File: config.mk
export PLATFORM = sky130hd
export DESIGN_NAME = instr_sequencer
export DESIGN_NICKNAME = d
export VERILOG_FILES = /design/src/rtl/cpu_pkg.sv /design/src/rtl/return_stack.sv /design/src/rtl/instr_sequencer.sv
export SDC_FILE = /design/constraint.sdc
export NUM_CORES = 1
export LEC_CHECK = 0
export CORE_ASPECT_RATIO = 0.75
export CORE_MARGIN = 2
export CORE_UTILIZATION = 52
export CTS_CLUSTER_DIAMETER = 200
export DETAILED_ROUTE_END_ITERATION = 10
export GPL_ROUTABILITY_DRIVEN = 0
export PLACE_DENSITY = 0.8
export SLEW_MARGIN = 20
export SYNTH_ARGS = -nofsm -noshare
export SYNTH_HDL_FRONTEND = slang
export SYNTH_SLANG_ARGS = --single-unit
File: constraint.sdc
create_clock -name clk -period 3 [get_ports clk]
set_input_delay 0.3 -clock clk [delete_from_list [all_inputs] [get_ports clk]]
set_output_delay 0.3 -clock clk [all_outputs]
set_load 0.02 [all_outputs]
File: src/rtl/cpu_pkg.sv
// Shared definitions for the 4004-style core: opcode nibbles, phase numbers
// within the 8-phase instruction cycle, and the instruction sequencer state.
package cpu_pkg;

  localparam logic [3:0] OP_JCN     = 4'h1;
  localparam logic [3:0] OP_FIM_SRC = 4'h2;
  localparam logic [3:0] OP_FIN_JIN = 4'h3;
  localparam logic [3:0] OP_JUN     = 4'h4;
  localparam logic [3:0] OP_JMS     = 4'h5;
  localparam logic [3:0] OP_ISZ     = 4'h7;
  localparam logic [3:0] OP_BBL     = 4'hC;

  localparam logic [2:0] CYC_M1 = 3'd3;
  localparam logic [2:0] CYC_M2 = 3'd4;
  localparam logic [2:0] CYC_X2 = 3'd6;
  localparam logic [2:0] CYC_X3 = 3'd7;

  typedef enum logic [0:0] {FETCH1 = 1'b0, FETCH2 = 1'b1} seq_state_e;

  // FIM and SRC share OPR 0x2; only FIM (opa[0]=0) carries a data word.
  function automatic logic is_two_word(input logic [3:0] opr, input logic [3:0] opa);
    return (opr == OP_JCN) || (opr == OP_JUN) || (opr == OP_JMS) ||
           (opr == OP_ISZ) || ((opr == OP_FIM_SRC) && !opa[0]);
  endfunction

endpackage

File: src/rtl/return_stack.sv
// Circular subroutine return-address stack.
// Ports: clk/rst (async high), push/pop strobes (never together), din = address
// to push, dout = entry a pop returns (combinational, entry[wp-1]),
// depth = valid entries, overflow/underflow = sticky misuse flags.
module return_stack #(
  parameter int STACK_DEPTH = 3,
  parameter int ADDR_W      = 12,
  parameter int PW          = $clog2(STACK_DEPTH),
  parameter int DW          = $clog2(STACK_DEPTH + 1)
) (
  input  logic              clk,
  input  logic              rst,
  input  logic              push,
  input  logic              pop,
  input  logic [ADDR_W-1:0] din,
  output logic [ADDR_W-1:0] dout,
  output logic [DW-1:0]     depth,
  output logic              overflow,
  output logic              underflow
);

  logic [ADDR_W-1:0] mem_q [STACK_DEPTH];
  logic [PW-1:0]     wp_q, wp_inc, wp_dec;
  logic [DW-1:0]     depth_q;
  logic              ovf_q, unf_q;

  assign wp_inc = (wp_q == PW'(STACK_DEPTH - 1)) ? '0 : wp_q + 1'b1;
  assign wp_dec = (wp_q == '0) ? PW'(STACK_DEPTH - 1) : wp_q - 1'b1;

  // Popping an empty stack still hands back whatever sits below wp.
  assign dout      = mem_q[wp_dec];
  assign depth     = depth_q;
  assign overflow  = ovf_q;
  assign underflow = unf_q;

  always_ff @(posedge clk or posedge rst) begin
    if (rst) begin
      for (int i = 0; i < STACK_DEPTH; i++) mem_q[i] <= '0;
      wp_q    <= '0;
      depth_q <= '0;
      ovf_q   <= 1'b0;
      unf_q   <= 1'b0;
    end else if (push) begin
      mem_q[wp_q] <= din;
      wp_q        <= wp_inc;
      if (depth_q == DW'(STACK_DEPTH)) ovf_q <= 1'b1;  // oldest entry lost
      else                             depth_q <= depth_q + 1'b1;
    end else if (pop) begin
      wp_q <= wp_dec;
      if (depth_q == '0) unf_q <= 1'b1;
      else               depth_q <= depth_q - 1'b1;
    end
  end

endmodule

File: src/rtl/instr_sequencer.sv
// Instruction-level controller: latches OPR/OPA (and the second word of
// two-word instructions) from the ROM nibble stream, decides jumps at the
// X2 edge so pcLoad/pcNew/instrDone/fimStrobe are high during X3, and owns
// the JMS/BBL return stack.
// Inputs : clk, rst (async high), cycle (phase 0-7), romNibble, pcAddr,
//          ccTrue / iszZero / pairData (valid in X2).
// Outputs: opr, opa, word2, secondWord, instrDone, pcLoad, pcNew, fimStrobe,
//          stackDepth, stackOverflow, stackUnderflow.
module instr_sequencer
  import cpu_pkg::*;
#(
  parameter int STACK_DEPTH = 3,
  parameter int ADDR_W      = 12
) (
  input  logic              clk,
  input  logic              rst,
  input  logic [2:0]        cycle,
  input  logic [3:0]        romNibble,
  input  logic [ADDR_W-1:0] pcAddr,
  input  logic              ccTrue,
  input  logic              iszZero,
  input  logic [7:0]        pairData,
  output logic [3:0]        opr,
  output logic [3:0]        opa,
  output logic [7:0]        word2,
  output logic              secondWord,
  output logic              instrDone,
  output logic              pcLoad,
  output logic [ADDR_W-1:0] pcNew,
  output logic              fimStrobe,
  output logic [1:0]        stackDepth,
  output logic              stackOverflow,
  output logic              stackUnderflow
);

  seq_state_e        state_q;
  logic [3:0]        opr_q, opa_q;
  logic [7:0]        word2_q;
  logic              load_q, done_q, fim_q;
  logic [ADDR_W-1:0] new_q;

  logic              load_d, done_d, fim_d, push, pop;
  logic [ADDR_W-1:0] new_d, addr_inc, stk_dout;
  logic [ADDR_W-1:0] short_tgt;

  // Short jumps stay in the page of the *next* word, so xFF crosses a page.
  assign addr_inc  = pcAddr + 1'b1;
  assign short_tgt = {addr_inc[ADDR_W-1:8], word2_q};

  always_comb begin
    load_d = 1'b0;
    new_d  = '0;
    done_d = 1'b0;
    fim_d  = 1'b0;
    push   = 1'b0;
    pop    = 1'b0;
    if (cycle == CYC_X2) begin
      if (state_q == FETCH1) begin
        if (!is_two_word(opr_q, opa_q)) begin
          done_d = 1'b1;
          if (opr_q == OP_FIN_JIN && opa_q[0]) begin
            load_d = 1'b1;
            new_d  = {addr_inc[ADDR_W-1:8], pairData};
          end else if (opr_q == OP_BBL) begin
            pop    = 1'b1;
            load_d = 1'b1;
            new_d  = stk_dout;
          end
        end
      end else begin
        done_d = 1'b1;
        case (opr_q)
          OP_JUN: begin
            load_d = 1'b1;
            new_d  = {opa_q, word2_q};
          end
          OP_JMS: begin
            push   = 1'b1;
            load_d = 1'b1;
            new_d  = {opa_q, word2_q};
          end
          OP_JCN: if (ccTrue) begin
            load_d = 1'b1;
            new_d  = short_tgt;
          end
          OP_ISZ: if (!iszZero) begin
            load_d = 1'b1;
            new_d  = short_tgt;
          end
          default: fim_d = 1'b1;  // only FIM reaches FETCH2 otherwise
        endcase
      end
    end
  end

  always_ff @(posedge clk or posedge rst) begin
    if (rst) begin
      state_q <= FETCH1;
      opr_q   <= '0;
      opa_q   <= '0;
      word2_q <= '0;
      load_q  <= 1'b0;
      new_q   <= '0;
      done_q  <= 1'b0;
      fim_q   <= 1'b0;
    end else begin
      // Pulses are re-evaluated every edge, so they last exactly one clk.
      load_q <= load_d;
      new_q  <= new_d;
      done_q <= done_d;
      fim_q  <= fim_d;
      if (cycle == CYC_M1) begin
        if (state_q == FETCH1) opr_q <= romNibble;
        else                   word2_q[7:4] <= romNibble;
      end
      if (cycle == CYC_M2) begin
        if (state_q == FETCH1) opa_q <= romNibble;
        else                   word2_q[3:0] <= romNibble;
      end
      if (cycle == CYC_X3)
        state_q <= (state_q == FETCH1 && is_two_word(opr_q, opa_q)) ? FETCH2 : FETCH1;
    end
  end

  return_stack #(.STACK_DEPTH(STACK_DEPTH), .ADDR_W(ADDR_W)) u_stack (
    .clk      (clk),
    .rst      (rst),
    .push     (push),
    .pop      (pop),
    .din      (addr_inc),
    .dout     (stk_dout),
    .depth    (stackDepth),
    .overflow (stackOverflow),
    .underflow(stackUnderflow)
  );

  assign opr        = opr_q;
  assign opa        = opa_q;
  assign word2      = word2_q;
  assign secondWord = (state_q == FETCH2);
  assign instrDone  = done_q;
  assign pcLoad     = load_q;
  assign pcNew      = new_q;
  assign fimStrobe  = fim_q;

endmodule

# == Yosys cells after proc, flatten, opt, wreduce, memory -nomap -nowiden ==
# Index checks and enable logic that the tools add are counted.
# totals
register_bits,74
input_bits,31
output_inout_bits,36
word_cells,108
# op_classes
addsub,5
order_cmp,3
eq_ne,15
n_mux,44
bitwise_logic,4
n_reduce_logical,21
# op_table
cell,count
two-way mux 12 bit,10
bitwise mux 36 bit,1
case mux 12 bit (3 select lines),1
binary-select mux 12 bit (select 2 bit),1
demux 12 bit (select 2 bit),1
two-way mux 1 bit,21
two-way mux 2 bit,8
adder 12 x 1 -> 12 bit (second input constant),1
== test 4 x 3 -> 1 bit (second input constant),3
AND reduction 2 bit,5
== test 3 bit (second input constant),3
== test 4 x 2 -> 1 bit (second input constant),2
>= comparator 3 bit (second input constant),2
NOT 2 -> 3 bit,2
AND reduction 3 bit,2
adder 2 x 1 -> 2 bit (second input constant),2
== test 2 bit (second input constant),2
== test 4 x 1 -> 1 bit (second input constant),1
== test 4 bit (second input constant),1
logical AND 1 bit,4
zero test 2 bit,2
logical OR 1 bit,4
inequality test 2 bit (second input constant),2
OR reduction 4 bit,1
other kinds (8),10

# == Logic depth before layout (Yosys ltp) ==
# Gate-level depths: netlist of run 1.
# logic_depth
ltp_word,11
ltp_mapped,9
depth_no_buf,7

# == By module ==
# A second synthesis of run 1 with hierarchy kept.
# hier_totals
hier_cells,330
area_unflattened_um2,3908.7
# by_module_without_submodules
module,instances,cells_per_inst,area_per_inst_um2,seq_area_each_um2
return_stack,1,162,2149.6,1051.0
instr_sequencer,1,168,1759.2,800.8

# == Worst setup path after synthesis of run 1 ==
# OpenSTA, ideal clock, no wires.
# synth_timing
path_kind,register -> register
start,register u_stack.wp_q[0]
end,register new_q[9] (netlist: pcNew[9])
setup_time_ns,0.122
t_arrival_ns,1.744
required_time_ns,2.878
slack_ns,1.134
path_stages_with_launch,10
path_buffers,2
synth_period_minus_slack_ns,1.866
path_cell_list,dfrtp_1 > inv_1 > ha_1 > buf_2 > and2_1 > buf_2 > o2bb2ai_1 > a21oi_1 > inv_1 > o2111a_1
# synth_between
elab_chain_len,11
word_cells_on_any_way,12
classes_between,add/sub: 1; mux: 9; bitwise: 1; reduce/logical: 1
# synth_rtl
item,line,source
"start, declared",return_stack.sv:23,"logic [PW-1:0] wp_q, wp_inc, wp_dec;"
"start signal, assigned",return_stack.sv:45,wp_q <= wp_inc;
"start signal, assigned",return_stack.sv:49,wp_q <= wp_dec;
subtractor 2 x 1 -> 2 bit or zero test 2 bit (tied branches),return_stack.sv:28,assign wp_dec = (wp_q == '0) ? PW'(STACK_DEPTH - 1) : wp_q - 1'b1;
two-way mux 2 bit *,return_stack.sv:28,
NOT 2 -> 3 bit (implied by the code) *,return_stack.sv:31,assign dout = mem_q[wp_dec];
binary-select mux 12 bit (select 2 bit) *,return_stack.sv:31,
two-way mux 12 bit (implied by the code) * (2 in a row),return_stack.sv:31,
two-way mux 12 bit *,instr_sequencer.sv:64,end else if (opr_q == OP_BBL) begin
two-way mux 12 bit *,instr_sequencer.sv:61,if (opr_q == OP_FIN_JIN && opa_q[0]) begin
two-way mux 12 bit *,instr_sequencer.sv:59,"if (!is_two_word(opr_q, opa_q)) begin"
two-way mux 12 bit *,instr_sequencer.sv:58,if (state_q == FETCH1) begin
two-way mux 12 bit *,instr_sequencer.sv:57,if (cycle == CYC_X2) begin
named net new_d[9],instr_sequencer.sv:43,"logic [ADDR_W-1:0] new_d, addr_inc, stk_dout;"
"end signal, assigned",instr_sequencer.sv:109,new_q <= new_d;
"end, declared",instr_sequencer.sv:40,logic [ADDR_W-1:0] new_q;
# Mark *: on every way through the listed nets, which the timed path passes. The rest lies on a longest branch. The select of a mux whose other input is x is not followed.
# A chain may end at the register's enable or synchronous reset.

# == Worst setup path in the final report of run 1 ==
# layout_timing
start,register opr_q[2] (netlist: opr[2])
end,register u_stack.mem_q[31] (netlist name)
# layout_between
elab_chain_len,4
# layout_rtl
item,line,source
"start, declared",instr_sequencer.sv:37,"logic [3:0] opr_q, opa_q;"
"start signal, assigned",instr_sequencer.sv:113,if (state_q == FETCH1) opr_q <= romNibble;
== test 4 x 3 -> 1 bit,instr_sequencer.sv:72,case (opr_q)
two-way mux 1 bit,instr_sequencer.sv:72,
two-way mux 1 bit,instr_sequencer.sv:58,
two-way mux 1 bit,instr_sequencer.sv:57,
"end signal, assigned by index",return_stack.sv:44,mem_q[wp_q] <= din;
"end, declared",return_stack.sv:22,logic [ADDR_W-1:0] mem_q [STACK_DEPTH];
# No other way between the ends.

==> results of run 1 <==
-- through the flow --
stage               utilization, %  std cells
global placement             64.17        478
CTS                          67.00        493
floorplan                        -        341
detailed placement           64.17        478
finish                       67.00        493
global route                 67.00        493
-- cells in the mapped netlist (2+ instances only) --
| master | instances | share of area (%) |
|---|---|---|
| dfrtp_1 | 74 | 51 |
| nand2_1 | 51 | 5.3 |
| o21ai_1 | 31 | 4.3 |
| mux2_2 | 16 | 5.0 |
| mux2i_1 | 12 | 3.3 |
| nor2_1 | 12 | 1.2 |
| o21ai_0 | 12 | 1.7 |
| nor2b_1 | 11 | 1.9 |
| buf_2 | 9 | 1.2 |
| a221oi_1 | 8 | 1.9 |
| nor3_2 | 8 | 2.2 |
| ha_1 | 7 | 2.4 |
| mux2_1 | 7 | 2.2 |
| a21oi_1 | 6 | 0.83 |
| clkbuf_1 | 6 | 0.62 |
| inv_1 | 6 | 0.62 |
| nand3_1 | 6 | 0.83 |
| xnor2_1 | 5 | 1.2 |
| xor2_1 | 5 | 1.2 |
| and2_1 | 3 | 0.52 |
| and3_1 | 3 | 0.52 |
| nand2_2 | 3 | 0.52 |
| nor3_1 | 3 | 0.41 |
| o2bb2ai_1 | 3 | 0.72 |
| o211ai_1 | 2 | 0.41 |
| o311a_1 | 2 | 0.55 |
| or3b_1 | 2 | 0.48 |
-- kinds of logic (layout without fill, tap and decap cells) --
logic type	count (synthesis)	in the layout	share of synthesized area (%)
adders and majority gates	7	7	2.408
buffers and inverters	25	93	3.199
muxes	35	35	10.42
xor gates and xnor gates	10	10	2.408
DFF	74	74	50.91
and+or+nand+nor	115	115	17.51
AOI/OAI and AO/OA	75	75	13.14
-- per-layer routing --
metal / global-route usage [%] / vias to the layer above
met5: 0 / -
met4: 6.986 / 0
met3: 5.872 / 12
met2: 36.58 / 81
met1: 33.19 / 1363
li1: - / 1336
-- path summary, 6_finish.rpt --
check                      depth (start not counted)                     startpoint                            end  slack (ns)
max reg2reg                                        4             opr[2]$_DFFE_PP0P_  u_stack.mem_q[31]$_DFFE_PP0P_        0.72
min                                                2                            rst             opr[2]$_DFFE_PP0P_        0.18
max                                                4             opr[2]$_DFFE_PP0P_  u_stack.mem_q[31]$_DFFE_PP0P_        0.72
max in group asynchronous                          3                            rst   u_stack.depth[1]$_DFFE_PP0P_        2.21
min in group clk                                   1  u_stack.underflow$_DFFE_PP0P_  u_stack.underflow$_DFFE_PP0P_        0.48
min reg2reg                                        1  u_stack.underflow$_DFFE_PP0P_  u_stack.underflow$_DFFE_PP0P_        0.48
-- worst register-to-register path, stage by stage (launching register included) --
cell	delay, ns
dfrtp_1	0.49
nor3b_2	0.41
and3_1	0.48
nand2_2	0.37
mux2_1	0.42
-- flip-flops by register name (all words and copies together) (netlist names) --
| register | cells |
|---|---|
| word2 | 8 |
| opa | 4 |
| opr | 4 |
| u_stack.depth | 2 |
| u_stack.mem_q | 36 |
| u_stack.overflow | 1 |
| u_stack.underflow | 1 |
| secondWord | 1 |
| u_stack.wp_q | 2 |
| instrDone | 1 |
| pcNew | 12 |
| pcLoad | 1 |
| fimStrobe | 1 |
-- area by class of cell --
class / count / share of cell area [%]
Clock buffer: 10 / 3.021
Tap cell: 84 / 2.307
Timing Repair Buffer: 71 / 15.60
Sequential cell: 74 / 40.65
Multi-Input combinational cell: 242 / 36.64
Inverter: 7 / 0.5768
Clock inverter: 5 / 1.208
-- power by group through the flow --
stage | clock, mW | combinational (mW) | sequential (mW)
after detailed placement | 0 | 1.21 | 1.35
after CTS | 0.770 | 1.22 | 1.34
after global routing | 0.814 | 1.31 | 1.37
after global placement | 0 | 1.18 | 1.35
after floorplan | 0 | 0.602 | 1.47
final | 0.760 | 1.22 | 1.34
==> summary.txt, run 1 <==
Run status
  • Run status: complete, no violations

Job
  • Max cap viols: 0

Setup path
  • Crit Path Class: flip-flop to flip-flop
  • Worst path slowest cell: dfrtp_1
  • CP endpoint kind: flip-flop
  • Buf/Inv on CP: 0
  • Crit start category: flip-flop
  • Worst path cell trace: nor3b_2 > and3_1 > nand2_2 > mux2_1
  • WP data arrival: 2.52 ns
  • CP delay by family, top: simple AND/OR/NAND/NOR gates
  • CP max stage delay: 0.49 ns
  • Critical Path RT: 3.24 ns
  • Max FO, Critical Path: 22

Power and ir drop
  • Power, Total: 3.317 mW
  • Leak: 1.984 nW
  • Comb power frac: 36.7%
  • Max rail drop VDD: 464.2 uV
  • Clock Power Share: 22.9%
  • Flop pwr share: 40.4%
  • PwrDens: 728.1 nW/um^2
  • Switch Pwr: 1.177 mW
  • Int Pwr: 2.140 mW
  • Switching share of power: 35.50%

CTS
  • Cts hold-fix bufs: 0
  • CTS root buf: clkbuf_8
  • Later-pin clock latency in the skew report: 0.35 ns
  • Clk sinks: 74
  • H-tree levels: 3
  • CTS Buf Count: 9
  • Clk buf depth: 2
  • Post-CTS setup buffer count: 0
  • Post-cts resize count: 0
  • CTS tree: done
  • Worst-path clk slew: 0.07 ns

GRT
  • Total track usage: 23.68%
  • Vias in the first global route: 2,837
  • Largest net degree at the start of global routing: 65
  • Initial antenna violation count: 0
  • GRT overflow: 0
  • First-pass GRT wire length: 14.10 mm

Place
  • Post-DP Area: 4363 sq um
  • Final HPWL DP: 5.997 mm
  • Port Buffer Count: 66
  • Place WS: 0.5490 ns

Cells and area
  • Fillers: 524
  • Commonest non-fill, non-tap cell in the layout: dfrtp_1
  • Layout cells sized above 1: 13.45%
  • Seq. cell area: 1852 sq um
  • Layout area overhead: 25.25%
  • Cell area after layout: 4556 sq um
  • Area of the multi-input gates: 1669 sq um
  • Fin nets: 443
  • Antenna cells: 0
  • Commonest cells after routing, fill and taps aside: dfrtp_1 (74), clkdlybuf4s50_1 (66), nand2_1 (51)

Detailed routing
  • Total vias in the final route: 2,792
  • Met1 wire length: 3.998 mm
  • Drt total wl: 8.509 mm
  • Met3 WL: 453 um
  • Drt pass-1 iters: 4
  • Drt initial violations: 170
  • Mean routed wirelength per cell: 17.26 um
  • Final ANT Viol Nets: 0
  • Highest metal used: met4
  • # DRC: 0
  • Met2 wire length: 3.941 mm
  • Via-to-Cell Ratio: 5.663

Logic synthesis
  • Top FF cell, synth: dfrtp_1
  • Syn Inst Count: 341
  • Post-synthesis instance area: 3637 sq um
  • Synth Net Count: 379
  • EDFF count, synth: 0
  • Seq/Total Area, Yosys: 50.91%
  • Syn_area_per_cell: 10.67 sq um
  • Distinct cells, synth: 55
  • Synth warnings: 0
  • Async S/R FF share, synth: 100.0%
  • Flops & latches, synth: 74

Timing
  • Setup TNS: 0 ns
  • Clock skew: 0.005902 ns
  • Relative slew slack: 58.02%
  • Actual slew at the worst max-slew pin: 0.6248 ns
  • Fmax achieved: 438.8 MHz
  • Final Hold Viols: 0
  • Max Slew Vio Count: 0
  • Minimum clock period: 2.279 ns
  • Slack of the critical path: 0.7210 ns
  • Final hold slack: 0.1846 ns
  • Final period utilization: 75.97%
  • Unrepaired setup endpoints after global routing: no
  • Final setup fails: 0

Die
  • Die W: 100.6 um
  • Die ar.: 7687 sq um
  • Starting density of the core: 53.50%
  • I/O pins: 67
  • Chip height: 76.43 um
  • FP Rows: 26
  • Core ar.: 6799 sq um

Hold path
  • Hold crit path type: input port to asynchronous set/reset pin
(Power assumes the default switching activity.)
==> run 2, diff against run 1 <==
--- a/config.mk
+++ b/config.mk
@@ -7,11 +7,11 @@
 export LEC_CHECK = 0
 export CORE_ASPECT_RATIO = 0.75
 export CORE_MARGIN = 2
-export CORE_UTILIZATION = 52
+export CORE_UTILIZATION = 47
 export CTS_CLUSTER_DIAMETER = 200
 export DETAILED_ROUTE_END_ITERATION = 10
 export GPL_ROUTABILITY_DRIVEN = 0
-export PLACE_DENSITY = 0.8
+export PLACE_DENSITY = 0.77
 export SLEW_MARGIN = 20
 export SYNTH_ARGS = -nofsm -noshare
 export SYNTH_HDL_FRONTEND = slang
==> constraint.sdc (replaced) <==
create_clock -name clk -period 1.95 [get_ports clk]
set_input_delay 0.195 -clock clk [delete_from_list [all_inputs] [get_ports clk]]
set_output_delay 0.195 -clock clk [all_outputs]
set_load 0.02 [all_outputs]
==> summary.txt, run 2 (same netlist as run 1, synthesis figures left out) <==
Run status
  • Run status: complete, no violations

Timing
  • Slack of the critical path: 0.08668 ns
  • Final period utilization: 95.56%
  • Final Hold Viols: 0
  • Max Slew Vio Count: 0
  • Minimum clock period: 1.863 ns
  • Fmax achieved: 536.7 MHz
  • Clock skew: 0.005371 ns
  • Relative slew slack: 70.16%
  • Actual slew at the worst max-slew pin: 0.4477 ns
  • Final setup fails: 0
  • Setup TNS: 0 ns

Setup path
  • Register-to-register setup slack: 0.09 ns
  • Buf/Inv on CP: 1
  • CP max stage delay: 0.49 ns
  • CP endpoint kind: flip-flop
  • Worst r2r src: opr[2]$_DFFE_PP0P_
  • Max FO, Critical Path: 3
  • CP delay by family, top: simple AND/OR/NAND/NOR gates
  • Crit Path Class: input port to flip-flop
  • Critical Path RT: 2.18 ns
  • End of the worst register-to-register path: pcNew[6]$_DFF_PP0_
  • Crit start category: input port
  • Worst path cell trace: clkdlybuf4s50_1 > ha_2 > and4_4 > or3b_1 > xor2_1 > nor2_1 > o311a_1
  • R2r worst-path depth: 6
  • Worst path slowest cell: clkdlybuf4s50_1
  • WP data arrival: 2.09 ns
  • CP startpoint: pcAddr[0]

CTS
  • Worst-path clk slew: 0.07 ns
  • Clk sinks: 74
  • CTS root buf: clkbuf_8
  • Clk buf depth: 2
  • CTS tree: done
  • H-tree levels: 3
  • Later-pin clock latency in the skew report: 0.35 ns
  • CTS Buf Count: 9

Cells and area
  • Non-filler cells in the finished layout: 547
  • Antenna cells: 0
  • Max reg flops: 36
  • Commonest non-fill, non-tap cell in the layout: dfrtp_1
  • Layout cells sized above 1: 21.97%
  • Fin nets: 479
  • Layout area overhead: 36.12%
  • Largest reg by FF count: u_stack.mem_q
  • Commonest cells after routing, fill and taps aside: dfrtp_1 (74), clkdlybuf4s50_1 (65), nand2_1 (51)

Die
  • Core ar.: 7432 sq um
  • Die ar.: 8466 sq um
  • Starting density of the core: 48.94%
  • FP Rows: 27
  • I/O pins: 67
  • Die W: 105.6 um
  • Chip height: 80.19 um

GRT
  • Total track usage: 22.87%
  • Largest net degree at the start of global routing: 75
  • Initial antenna violation count: 0
  • First-pass GRT wire length: 14.97 mm
  • GRT overflow: 0
  • Vias in the first global route: 3,000

Power and ir drop
  • Int Pwr: 3.650 mW
  • Switching share of power: 33.56%
  • Switch Pwr: 1.844 mW
  • Flop pwr share: 37.5%
  • Comb power frac: 37.0%
  • PwrDens: 1110 nW/um^2
  • Max rail drop VDD: 666.1 uV
  • Clock Power Share: 25.5%
  • Leak: 2.196 nW

Place
  • Final HPWL DP: 6.551 mm
  • Port Buffer Count: 66
  • Place WS: -0.2531 ns
  • Placed Instances: 531

Detailed routing
  • # DRC: 0
  • Mean routed wirelength per cell: 16.54 um
  • Via-to-Cell Ratio: 5.413
  • Drt total wl: 9.047 mm
  • Drt initial violations: 155
  • Drt pass-1 iters: 4
  • Final ANT Viol Nets: 0
  • Total vias in the final route: 2,961

Job
  • Max cap viols: 0

Hold path
  • Hold crit path type: input port to asynchronous set/reset pin
==> run 2: changes by cell type in the layout (fill, tap and decap cells not counted), moves of 2 or more <==
cell       change
buf_6          +2
a221oi_1       -2
ha_1           -2
clkbuf_1       +2
a221oi_2       +2
buf_4         +33
bufinv_16      +2
==> run 2: metal layers <==
metal | up-vias | wire [um] | GRT usage (%) | share of wire [%]
met5 | - | 0 | 0 | 0
met4 | 0 | 87 | 4.474 | 0.96
met3 | 9 | 491 | 6.818 | 5.4
met2 | 82 | 4222 | 37.16 | 47
met1 | 1457 | 4246 | 30.76 | 47
li1 | 1413 | - | - | -
==> run 2: layout make-up <==
class | count | area (sq um)
clock buffers | 11 | 131.4
clock inverters | 5 | 102.6
fillers | 593 | 2481
inverters | 7 | 30.03
multi-input cells | 242 | 1705
flip-flops and latches | 74 | 1852
well taps | 101 | 126.4
repair buffers | 107 | 1003
==> run 2: worst register-to-register path, cell delays in order (launching register included) <==
cell,delay [ns]
dfrtp_1,0.47
nand2b_1,0.19
a21oi_1,0.25
a211oi_2,0.13
a311o_1,0.37
buf_12,0.16
nor3_2,0.21
==> run 2: power groups by stage <==
stage                     sequential, mW  clock [mW]  combinational (mW)
after floorplan                     2.27           0               0.927
after global placement              2.07           0                1.93
after CTS                           2.05        1.43                1.99
after detailed placement            2.08           0                1.98
after global routing                2.10        1.49                2.19
final                               2.06        1.40                2.03
==> run 2: worst max-delay path by stage <==
stage               slack [ns]             endpoint  cells past startpoint
CTS                       0.03  pcNew[10]$_DFF_PP0_                      7
detailed placement       -0.25  pcNew[10]$_DFF_PP0_                      7
global route            -0.006  pcNew[10]$_DFF_PP0_                      8
floorplan                 0.08   pcNew[9]$_DFF_PP0_                      9
global placement         -0.21  pcNew[10]$_DFF_PP0_                      7
finish                    0.09  pcNew[10]$_DFF_PP0_                      7
==> run 2: timing repair <==
action                                  CTS  global route
gates resized for setup                   1            11
buffers inserted                          0             0
endpoints found under the setup margin    5            11
pin swaps                                 0             1
hold endpoints to repair                  0             0
hold buffers                              0             0
==> run 2: stage by stage <==
stage	hold slack (ns)	instance area, sq um	total power, mW	util, %
after CTS	0.2935	4906	5.475	66.01
after detailed placement	0.4651	4671	4.057	62.85
final	0.2816	4951	5.494	66.62
after global placement	0.4659	4671	4.006	62.85
after floorplan	0.2895	3641	3.194	-
after global routing	0.3280	4951	5.780	66.62
==> run 3, diff against run 2 <==
--- a/config.mk
+++ b/config.mk
@@ -9,6 +9,7 @@
 export CORE_MARGIN = 2
 export CORE_UTILIZATION = 47
 export CTS_CLUSTER_DIAMETER = 200
+export CTS_CLUSTER_SIZE = 28
 export DETAILED_ROUTE_END_ITERATION = 10
 export GPL_ROUTABILITY_DRIVEN = 0
 export PLACE_DENSITY = 0.77
==> results of run 3 <==
No change in the layout: final DEF, timing and power equal those of run 2.
